$ cat src/rtl/core_pkg.sv
`timescale 1ns/1ps
// core_pkg
// Shared definitions for the RV32 fetch/execute sequencer:
//   seq_state_t   - sequencer FSM states
//   OPC_RTYPE/ITYPE, INSTR_EBREAK - encodings the sequencer recognises
//   PC_STEP       - PC increment per retired instruction
//   is_alu_op()   - true when the opcode belongs to a register/immediate ALU op
package core_pkg;

  typedef enum logic [2:0] {
    IDLE  = 3'd0,
    FETCH = 3'd1,
    EXEC  = 3'd2,
    WB    = 3'd3,
    HALT  = 3'd4
  } seq_state_t;

  localparam logic [6:0]  OPC_RTYPE    = 7'b0110011;
  localparam logic [6:0]  OPC_ITYPE    = 7'b0010011;
  localparam logic [31:0] INSTR_EBREAK = 32'h0010_0073;
  localparam logic [31:0] PC_STEP      = 32'd4;

  function automatic logic is_alu_op(input logic [31:0] word);
    return (word[6:0] == OPC_RTYPE) || (word[6:0] == OPC_ITYPE);
  endfunction

endpackage

$ cat src/rtl/fetch_watchdog.sv
`timescale 1ns/1ps
// fetch_watchdog
// Counts cycles spent waiting for an instruction-memory acknowledge.
// Ports:
//   clk, resetn  - core clock, synchronous active-low reset
//   clear        - restart the count (held while not fetching)
//   count_en     - one more fetch cycle has elapsed
//   expired      - current cycle is the last allowed fetch cycle
module fetch_watchdog #(
  parameter int TIMEOUT_CYCLES = 64
) (
  input  logic clk,
  input  logic resetn,
  input  logic clear,
  input  logic count_en,
  output logic expired
);

  localparam int CW = $clog2(TIMEOUT_CYCLES);
  localparam logic [CW-1:0] LAST = CW'(TIMEOUT_CYCLES - 1);

  logic [CW-1:0] count_r;

  // Cycle counter; saturates at the last allowed cycle so it can never wrap
  always_ff @(posedge clk) begin
    if (!resetn) begin
      count_r <= '0;
    end else if (clear) begin
      count_r <= '0;
    end else if (count_en && (count_r != LAST)) begin
      count_r <= count_r + {{(CW-1){1'b0}}, 1'b1};
    end else begin
      count_r <= count_r;
    end
  end

  assign expired = (count_r == LAST);

endmodule

$ cat src/rtl/instr_sequencer.sv
`timescale 1ns/1ps
// instr_sequencer
// Multi-cycle FETCH -> EXEC -> WB sequencer for the RV32 integer core. Owns
// the PC, the instruction register and the retire counter, and halts on
// EBREAK, an unsupported opcode or a fetch timeout.
// Ports:
//   clk, resetn          - core clock, synchronous active-low reset
//   run                  - allow sequencing to start / continue
//   imem_req, imem_addr  - fetch request and address (address is the PC)
//   imem_ack, imem_rdata - fetch response; data sampled on the ack cycle
//   instr, instr_valid   - instruction register and its EXEC qualifier
//   reg_write_in, rf_we  - decode write request and its WB-gated version
//   pc                   - program counter
//   halted, fault        - HALT state and whether it was caused by an error
//   retired_count        - number of retired instructions (wraps)
module instr_sequencer
  import core_pkg::*;
#(
  parameter logic [31:0] RESET_PC       = 32'h0000_0000,
  parameter int          TIMEOUT_CYCLES = 64
) (
  input  logic        clk,
  input  logic        resetn,
  input  logic        run,
  output logic        imem_req,
  output logic [31:0] imem_addr,
  input  logic        imem_ack,
  input  logic [31:0] imem_rdata,
  output logic [31:0] instr,
  output logic        instr_valid,
  input  logic        reg_write_in,
  output logic        rf_we,
  output logic [31:0] pc,
  output logic        halted,
  output logic        fault,
  output logic [31:0] retired_count
);

  seq_state_t  state_r;
  seq_state_t  next_state_s;
  logic [31:0] pc_r;
  logic [31:0] instr_r;
  logic [31:0] retired_r;
  logic        fault_r;
  logic        wb_s;
  logic        wd_expired_s;

  // The watchdog restarts whenever we are outside FETCH, so every fetch
  // begins with a fresh count.
  fetch_watchdog #(
    .TIMEOUT_CYCLES (TIMEOUT_CYCLES)
  ) u_watchdog (
    .clk      (clk),
    .resetn   (resetn),
    .clear    (state_r != FETCH),
    .count_en (state_r == FETCH),
    .expired  (wd_expired_s)
  );

  // FSM state register
  always_ff @(posedge clk) begin
    if (!resetn) begin
      state_r <= IDLE;
    end else begin
      state_r <= next_state_s;
    end
  end

  // FSM next-state logic; an acknowledge beats a simultaneous timeout
  always_comb begin
    next_state_s = state_r;
    case (state_r)
      IDLE: begin
        if (run) next_state_s = FETCH;
        else     next_state_s = IDLE;
      end
      FETCH: begin
        if (imem_ack)          next_state_s = EXEC;
        else if (wd_expired_s) next_state_s = HALT;
        else                   next_state_s = FETCH;
      end
      EXEC: begin
        if (is_alu_op(instr_r)) next_state_s = WB;
        else                    next_state_s = HALT;
      end
      WB: begin
        if (run) next_state_s = FETCH;
        else     next_state_s = IDLE;
      end
      HALT:    next_state_s = HALT;
      default: next_state_s = HALT;
    endcase
  end

  // FSM output decode: every qualifier depends on the state alone
  always_comb begin
    imem_req    = 1'b0;
    instr_valid = 1'b0;
    halted      = 1'b0;
    wb_s        = 1'b0;
    case (state_r)
      IDLE:    imem_req    = 1'b0;
      FETCH:   imem_req    = 1'b1;
      EXEC:    instr_valid = 1'b1;
      WB:      wb_s        = 1'b1;
      HALT:    halted      = 1'b1;
      default: halted      = 1'b1;
    endcase
  end

  // Instruction register: loads only on an acknowledged fetch
  always_ff @(posedge clk) begin
    if (!resetn) begin
      instr_r <= 32'h0000_0000;
    end else if ((state_r == FETCH) && imem_ack) begin
      instr_r <= imem_rdata;
    end else begin
      instr_r <= instr_r;
    end
  end

  // PC and retire counter advance once per instruction, in WB; both wrap
  always_ff @(posedge clk) begin
    if (!resetn) begin
      pc_r      <= RESET_PC;
      retired_r <= 32'h0000_0000;
    end else if (state_r == WB) begin
      pc_r      <= pc_r + PC_STEP;
      retired_r <= retired_r + 32'd1;
    end else begin
      pc_r      <= pc_r;
      retired_r <= retired_r;
    end
  end

  // Fault flag: set on a timed-out fetch or an unsupported, non-EBREAK
  // instruction; held through HALT until reset
  always_ff @(posedge clk) begin
    if (!resetn) begin
      fault_r <= 1'b0;
    end else begin
      case (state_r)
        FETCH: begin
          if (!imem_ack && wd_expired_s) fault_r <= 1'b1;
          else                           fault_r <= fault_r;
        end
        EXEC: begin
          if (!is_alu_op(instr_r) && (instr_r != INSTR_EBREAK)) fault_r <= 1'b1;
          else                                                    fault_r <= fault_r;
        end
        default: fault_r <= fault_r;
      endcase
    end
  end

  assign imem_addr     = pc_r;
  assign pc            = pc_r;
  assign instr         = instr_r;
  assign fault         = fault_r;
  assign retired_count = retired_r;
  assign rf_we         = wb_s & reg_write_in;

endmodule

$ cat config.mk
export PLATFORM = sky130hd
export DESIGN_NAME = instr_sequencer
export DESIGN_NICKNAME = d
export VERILOG_FILES = /design/src/rtl/core_pkg.sv /design/src/rtl/fetch_watchdog.sv /design/src/rtl/instr_sequencer.sv
export SDC_FILE = /design/constraint.sdc
export NUM_CORES = 1
export LEC_CHECK = 0
export CAP_MARGIN = 20
export CORE_MARGIN = 2
export CORE_UTILIZATION = 49
export DETAILED_ROUTE_END_ITERATION = 16
export PLACE_DENSITY = 0.85
export SLEW_MARGIN = 20
export SYNTH_ARGS = -nofsm -noshare
export SYNTH_HDL_FRONTEND = slang
export SYNTH_SLANG_ARGS = --single-unit
$ cat constraint.sdc
create_clock -name clk -period 2.9 [get_ports clk]
set_input_delay 0.725 -clock clk [delete_from_list [all_inputs] [get_ports clk]]
set_output_delay 0.725 -clock clk [all_outputs]
set_load 0.05 [all_outputs]
==> metrics.md <==
| Metric | Value |
|---|---|
| Drt drc | 0 |
| RSZ-0062 raised after global routing | no |
| Clk pin slew, worst setup/hold paths | 100 ps |
| I/O Buffers | around 170 |
| Setup-failing EPs final | 0 |
| I/O pin total | 170 |
| Crit-path cells | clkdlybuf4s50_1 |
| Mapped cell area | 0.00483 mm2 |
| Crit path buffers/inverters | 1 |
| Full die area | 0.0107 mm2 |
| Minimum clock period | about 2500 ps |
| Placed Area | 0.00634 mm2 |
| Vias | 4732 |
| CTS tree | done |
| Arrival time at the worst endpoint | 1750 ps |
| Ant diodes | 0 |
| Grt ovf | 0 |
| Worst-Skew Late Latency | between 300 and 400 ps |
| CTS max path bufs | 2 |
| Vias per inst | 5.61 |
| Worst hold slack | ~480 ps |
| Number of enable flip-flop cells after synthesis | 0 |
| CP required | 2170 ps |
| Critical Path End Type | primary output |
| Dpl cells | 828 |
| Fin. max-slew vios | 0 |
| Core area | 0.00968 mm2 |
| Syn_area_per_cell | around 8 um2 |
| P_leak | 2.13 nW |
| FMAX | 0.405 GHz |
| Non-filler instance count after layout | 844 |
| Peak VDD IR | 0.352 mV |
| Nets | 746 |
| Power per cell area | 422 mW/mm2 |
| Row count | 36 |
| CTS Root Cell | clkbuf_8 |
| Status | complete, no violations |
| Worst min path class | reg2reg |
| Share of cells above drive strength 1 | 4.22% |
| Largest net degree at the start of global routing | 35 |
| Worst Max-Slew Pin Slew | 603 ps |
| # Max-Cap Violations | 0 |
| Final wirelength | approximately 13000 um |
| Sink Count | 104 |
| CTS HTree Levels | 3 |
| Post-DRT Antenna Nets | 0 |
| Critical-path maximum fanout | 7 |
| Synth unique cells | 42 |
| TritonCTS Buffers | 9 |
| Yosys reg bits | 104 |
| Post-detail-place hpwl | between 9000 and 10000 um |
| Worst Setup Start Kind | register |
| Mapped Cells | 587 |
| Fillers | approximately 800 |
| Vias in the first global route | 4255 |
| CP Class | reg2out |
| Total Routing Usage GR | 23.1% |
| DR WL/cell | 14.9 um |
| Fin crit share | 85.2% |
| Placer Congestion | 0.793 |
| Slowest cell on the critical path | clkdlybuf4s50_1 |
| Worst rel slew slack | 59.8% |
| Final Power | 2.77 mW |
| Fin area | ~0.0066 mm2 |
| Die Y | 103 um |
| Area growth syn-to-layout | 36.1% |
| Final Hold Vio Count | 0 |
| Clock Skew | 15.8 ps |
| Setup_tns | 0 ps |
| Ys async rst share | 0% |
| Die Span X | 103 um |
| CP max stage delay | 870 ps |
| Drt initial violations | 151 |
| DR pass1 iterations | 4 |
| Initial Utilization | 49.9% |
| Synth Flop Type | dfxtp_1 |
| Initial antenna violation count | 0 |
| Global-route wire length before repair | 19600 um |
| Synth Warn # | 0 |
| Worst path top cell family by delay | buffers and inverters |
| Sequential cell area fraction in the yosys report | 43.1% |
[cell families (layout without fill, tap and decap cells)]
| group | after synthesis | after routing | share of synthesized area, % |
|---|---|---|---|
| compound gates | 122 | 122 | 15.2 |
| xor+xnor | 23 | 23 | 4.17 |
| fa+ha+maj | 3 | 3 | 0.777 |
| buf+inv | 80 | 201 | 9.02 |
| flops | 104 | 104 | 43.1 |
| mux | 4 | 4 | 0.829 |
| other cells | 1 | 4 | 0.0776 |
| simple gates | 250 | 250 | 26.8 |
[worst paths after layout]
kind,endpoint,slack [ps],cells past startpoint,start
min reg2reg,instr[17],480,2,instr[17]
max,pc[10],430,1,imem_addr[10]
max reg2reg,retired_count[24],440,5,retired_count[0]
min,instr[17],480,2,instr[17]
[per-stage QoR]
| step | utilization [%] | setup WS (ps) |
|---|---|---|
| 2_1_floorplan | - | 471 |
| 3_3_place_gp | 65.5 | 493 |
| 3_5_place_dp | 65.5 | 464 |
| 4_1_cts | 67.8 | 22.6 |
| 5_1_grt | 67.9 | 298 |
| 6_report | 67.9 | 430 |
[power by group]
group          switching, mW  internal [mW]  leakage, nW
sequential            0.0200           1.45        0.840
combinational          0.174          0.111         1.17
clock                  0.506          0.515        0.113
[placed cells by master, fill, tap and decap left out, types with 5 or more instances in the layout]
| cell type | count |
|---|---|
| or4_1 | 16 |
| dfxtp_1 | 104 |
| o31ai_1 | 12 |
| or3_1 | 15 |
| o41ai_1 | 11 |
| and4_1 | 7 |
| clkdlybuf4s50_1 | 162 |
| nand3_1 | 19 |
| nand4_1 | 15 |
| o21ai_0 | 19 |
| nor4_1 | 13 |
| xnor2_1 | 17 |
| nand2_1 | 101 |
| xor2_1 | 6 |
| o311ai_0 | 10 |
| clkbuf_8 | 10 |
| a21oi_1 | 65 |
| and3_1 | 5 |
| nor2_1 | 25 |
| inv_1 | 12 |
| nand2b_1 | 16 |
| buf_4 | 6 |
[area by class of cell]
type                    instances  area [um2]  area share [%]
clock buffers                  10         138            2.09
repair buffers                171        1720            26.2
flip-flops and latches        104        2080            31.7
inverters                      14        52.6           0.800
clock inverters                 6        90.1            1.37
well taps                     133         166            2.53
multi-input cells             406        2320            35.4
[layer usage]
layer	routed length (um)	up-vias	track usage (%)
met3	1250	14	8.94
met4	140	0	5.47
li1	-	2298	-
met5	0	-	0
met2	6380	183	43.2
met1	4830	2237	24.5
[registers in the layout, indices dropped and copies added (netlist names)]
name / flops
state_r: 3
u_watchdog.count_r: 6
instr: 32
imem_addr: 30
retired_count: 32
fault: 1
[synth_stat cells (7+ instances only)]
library cell  number  area share, %
o311ai_0          10            1.8
nor4_1            13            1.7
clkbuf_1          25            1.9
a21oi_1           65            6.7
nor2_1            25            1.9
xnor2_1           17            3.1
nand2_1          101            7.8
nand3_1           19            2.0
o31ai_1           12            1.9
o41ai_1           11            2.0
or3_1             15            1.9
o21ai_0           19            2.0
inv_1             12           0.93
nand2b_1          16            2.1
nand4_1           15            1.9
and4_1             7            1.3
buf_4             34            5.3
dfxtp_1          104             43
or4_1             16            2.5
[what timing repair did]
item | in CTS | in global routing
gates resized for setup | 0 | 1
buffers inserted | 0 | 0
hold buffers | 0 | 0
setup endpoints to repair | 0 | 1
No activity file was read; power rests on OpenSTA's default activity.
==> patch, RTL diff (config.mk and constraints unchanged) <==
Reset style: asynchronous (`resetn`), changed in 5 clocked blocks. Comments in the files are not updated.
--- a/src/rtl/fetch_watchdog.sv
+++ b/src/rtl/fetch_watchdog.sv
@@ -22,7 +22,7 @@
   logic [CW-1:0] count_r;
 
   // Cycle counter; saturates at the last allowed cycle so it can never wrap
-  always_ff @(posedge clk) begin
+  always_ff @(posedge clk or negedge resetn) begin
     if (!resetn) begin
       count_r <= '0;
     end else if (clear) begin
--- a/src/rtl/instr_sequencer.sv
+++ b/src/rtl/instr_sequencer.sv
@@ -58,7 +58,7 @@
   );
 
   // FSM state register
-  always_ff @(posedge clk) begin
+  always_ff @(posedge clk or negedge resetn) begin
     if (!resetn) begin
       state_r <= IDLE;
     end else begin
@@ -109,7 +109,7 @@
   end
 
   // Instruction register: loads only on an acknowledged fetch
-  always_ff @(posedge clk) begin
+  always_ff @(posedge clk or negedge resetn) begin
     if (!resetn) begin
       instr_r <= 32'h0000_0000;
     end else if ((state_r == FETCH) && imem_ack) begin
@@ -120,7 +120,7 @@
   end
 
   // PC and retire counter advance once per instruction, in WB; both wrap
-  always_ff @(posedge clk) begin
+  always_ff @(posedge clk or negedge resetn) begin
     if (!resetn) begin
       pc_r      <= RESET_PC;
       retired_r <= 32'h0000_0000;
@@ -135,7 +135,7 @@
 
   // Fault flag: set on a timed-out fetch or an unsupported, non-EBREAK
   // instruction; held through HALT until reset
-  always_ff @(posedge clk) begin
+  always_ff @(posedge clk or negedge resetn) begin
     if (!resetn) begin
       fault_r <= 1'b0;
     end else begin
Behaviour: differs if resetn is asserted again (counterexample within 4 cycles, from zero or initial values and one cycle with resetn low); with resetn held inactive, the same outputs for 10 cycles.
==> patch against the original RTL <==
  * Cell area rose by 0.70%
  * Non-clock buffer count up 3
  * Setup slack gained 0.019 ns
  * Wire length down 11%
  * Sequential cell count is the same
  * Final cell count fell by 17%
  * Synthesized area about the same
  * Global-route usage shrank 1.5 points
  * Highest routed layer unchanged
Power is not compared: it rests on default switching activity, and its combinational part moved more than twofold at a synthesized area within 25%.
==> patch: results (changes against the original RTL) <==
- By count the netlist is led by 104 x sky130_fd_sc_hd__dfrtp_1, 46 x sky130_fd_sc_hd__xnor2_1, 37 x sky130_fd_sc_hd__buf_4.
- The routed wirelength normalized by instance count is 15.99 um (+7.1%).
- The number of global-route vias before repair is 3,673 (-14%).
- The cell family contributing the most delay on the critical path is simple AND/OR/NAND/NOR gates.
- The total half-perimeter wirelength after legalization and detailed placement is 8420 um (-8.8%).
- The proportion of synthesized area in mux cells was 7.457% (+6.6 points).
- The pre-CTS worst setup slack is 0.4633 ns (-0.001026 ns).
- The wire length of the first global-routing pass is 18,000 um (-8.4%).
- The worst stage delay on the critical path came to 0.58 ns (-0.29 ns).
- The most numerous cell in the Yosys netlist is sky130_fd_sc_hd__dfrtp_1.
- The flow ran to the end, and the final reports show no timing, DRC or antenna violations.
- The peak fanout along the critical path is 9 (+2).
- The number of cells on the worst reg-to-reg path is 5 (unchanged).
- Sorting the synthesized cells by area gives the leading types as sky130_fd_sc_hd__dfrtp_1 54%, sky130_fd_sc_hd__xnor2_1 8.3%, sky130_fd_sc_hd__mux2_2 7.5%.
- The clock period minus worst slack is 2.451 ns (-0.01905 ns).
- The met3 layer wire length in the routed design was 992 um (-21%).
- The fill cell total of the finished layout was 727 (-7.4%).
- The global placement routability congestion is 0.8327 (+5.0%).
- The cell at the slowest stage of the critical path is sky130_fd_sc_hd__or3b_2.
- The count of different cell masters after synthesis came to 37 (-12%).
- The worst hold path class is in -> async.
- The XOR/XNOR share of the synthesized area is 11.06% (+6.9 points).
- The overall routing resource usage is 21.61% (-1.5 points).
- The beginning of the critical path is state_r[0]$_DFF_PN0_.
- Following the worst setup path forward leads to its endpoint at imem_req.
- The slack of the worst reg-to-reg path is 0.71 ns (+0.27 ns).
- The synthesized-area fraction occupied by ao, oa, aoi and oai cells is 1.968% (-13 points).
- The per-cell via count in the routed design is 5.288 (-5.7%).
- The cell at the root of the clock tree is sky130_fd_sc_hd__clkbuf_8.
- The placed cell area is 6430 um2 (+1.4%).
- The maximum number of pins on one net before global-route repair is 55 (+57%).
- The initial DRC count is 137 (-9.3%).
- The worst clock skew is 0.009919 ns (-0.005858 ns).
- The worst max-slew margin expressed relative to the limit was 41.76% (-18 points).
- The fraction of the mapped netlist area in adder cells is 0.7768% (about the same).
- The worst reg2reg path endpoint is instr[27]$_DFFE_PN0N_.
- The portion of the post-synthesis area used by sequential elements is 53.86% (+11 points).
- The number of nets in the finished design came to 605 (-19%).
- The fraction of synthesis flops using an asynchronous set or reset pin is 100.0% (+100 points).
-- patch: stage by stage --
stage	instances	util, %	hold slack (ns)
3_3_place_gp	687	66.40	0.4593
5_1_grt	701	68.33	0.2905
3_5_place_dp	687	66.40	0.4639
2_1_floorplan	426	-	0.4294
6_report	701	68.33	0.2900
4_1_cts	701	68.31	0.2784
-- patch: area by class of cell --
type	instances	area, um2	share of cell area, %
clock buffers	11	141.4	2.137
clock inverters	3	43.79	0.6618
inverters	7	26.28	0.3971
multi-input cells	269	1898	28.68
flip-flops and latches	104	2603	39.33
well taps	133	166.4	2.515
repair buffers	174	1739	26.28
-- patch: report_power, final --
| group | internal, W | switching [W] |
|---|---|---|
| clock network | 0.000415 | 0.000455 |
| registers | 0.00155 | 0.0000971 |
| logic | 0.000291 | 0.000486 |
| total | 0.00225 | 0.00104 |
-- patch: per-layer routing --
metal,vias to the layer above,track usage [%]
li1,1726,-
met1,1816,26.98
met2,158,36.06
met3,7,6.788
met4,0,6.883
met5,-,0
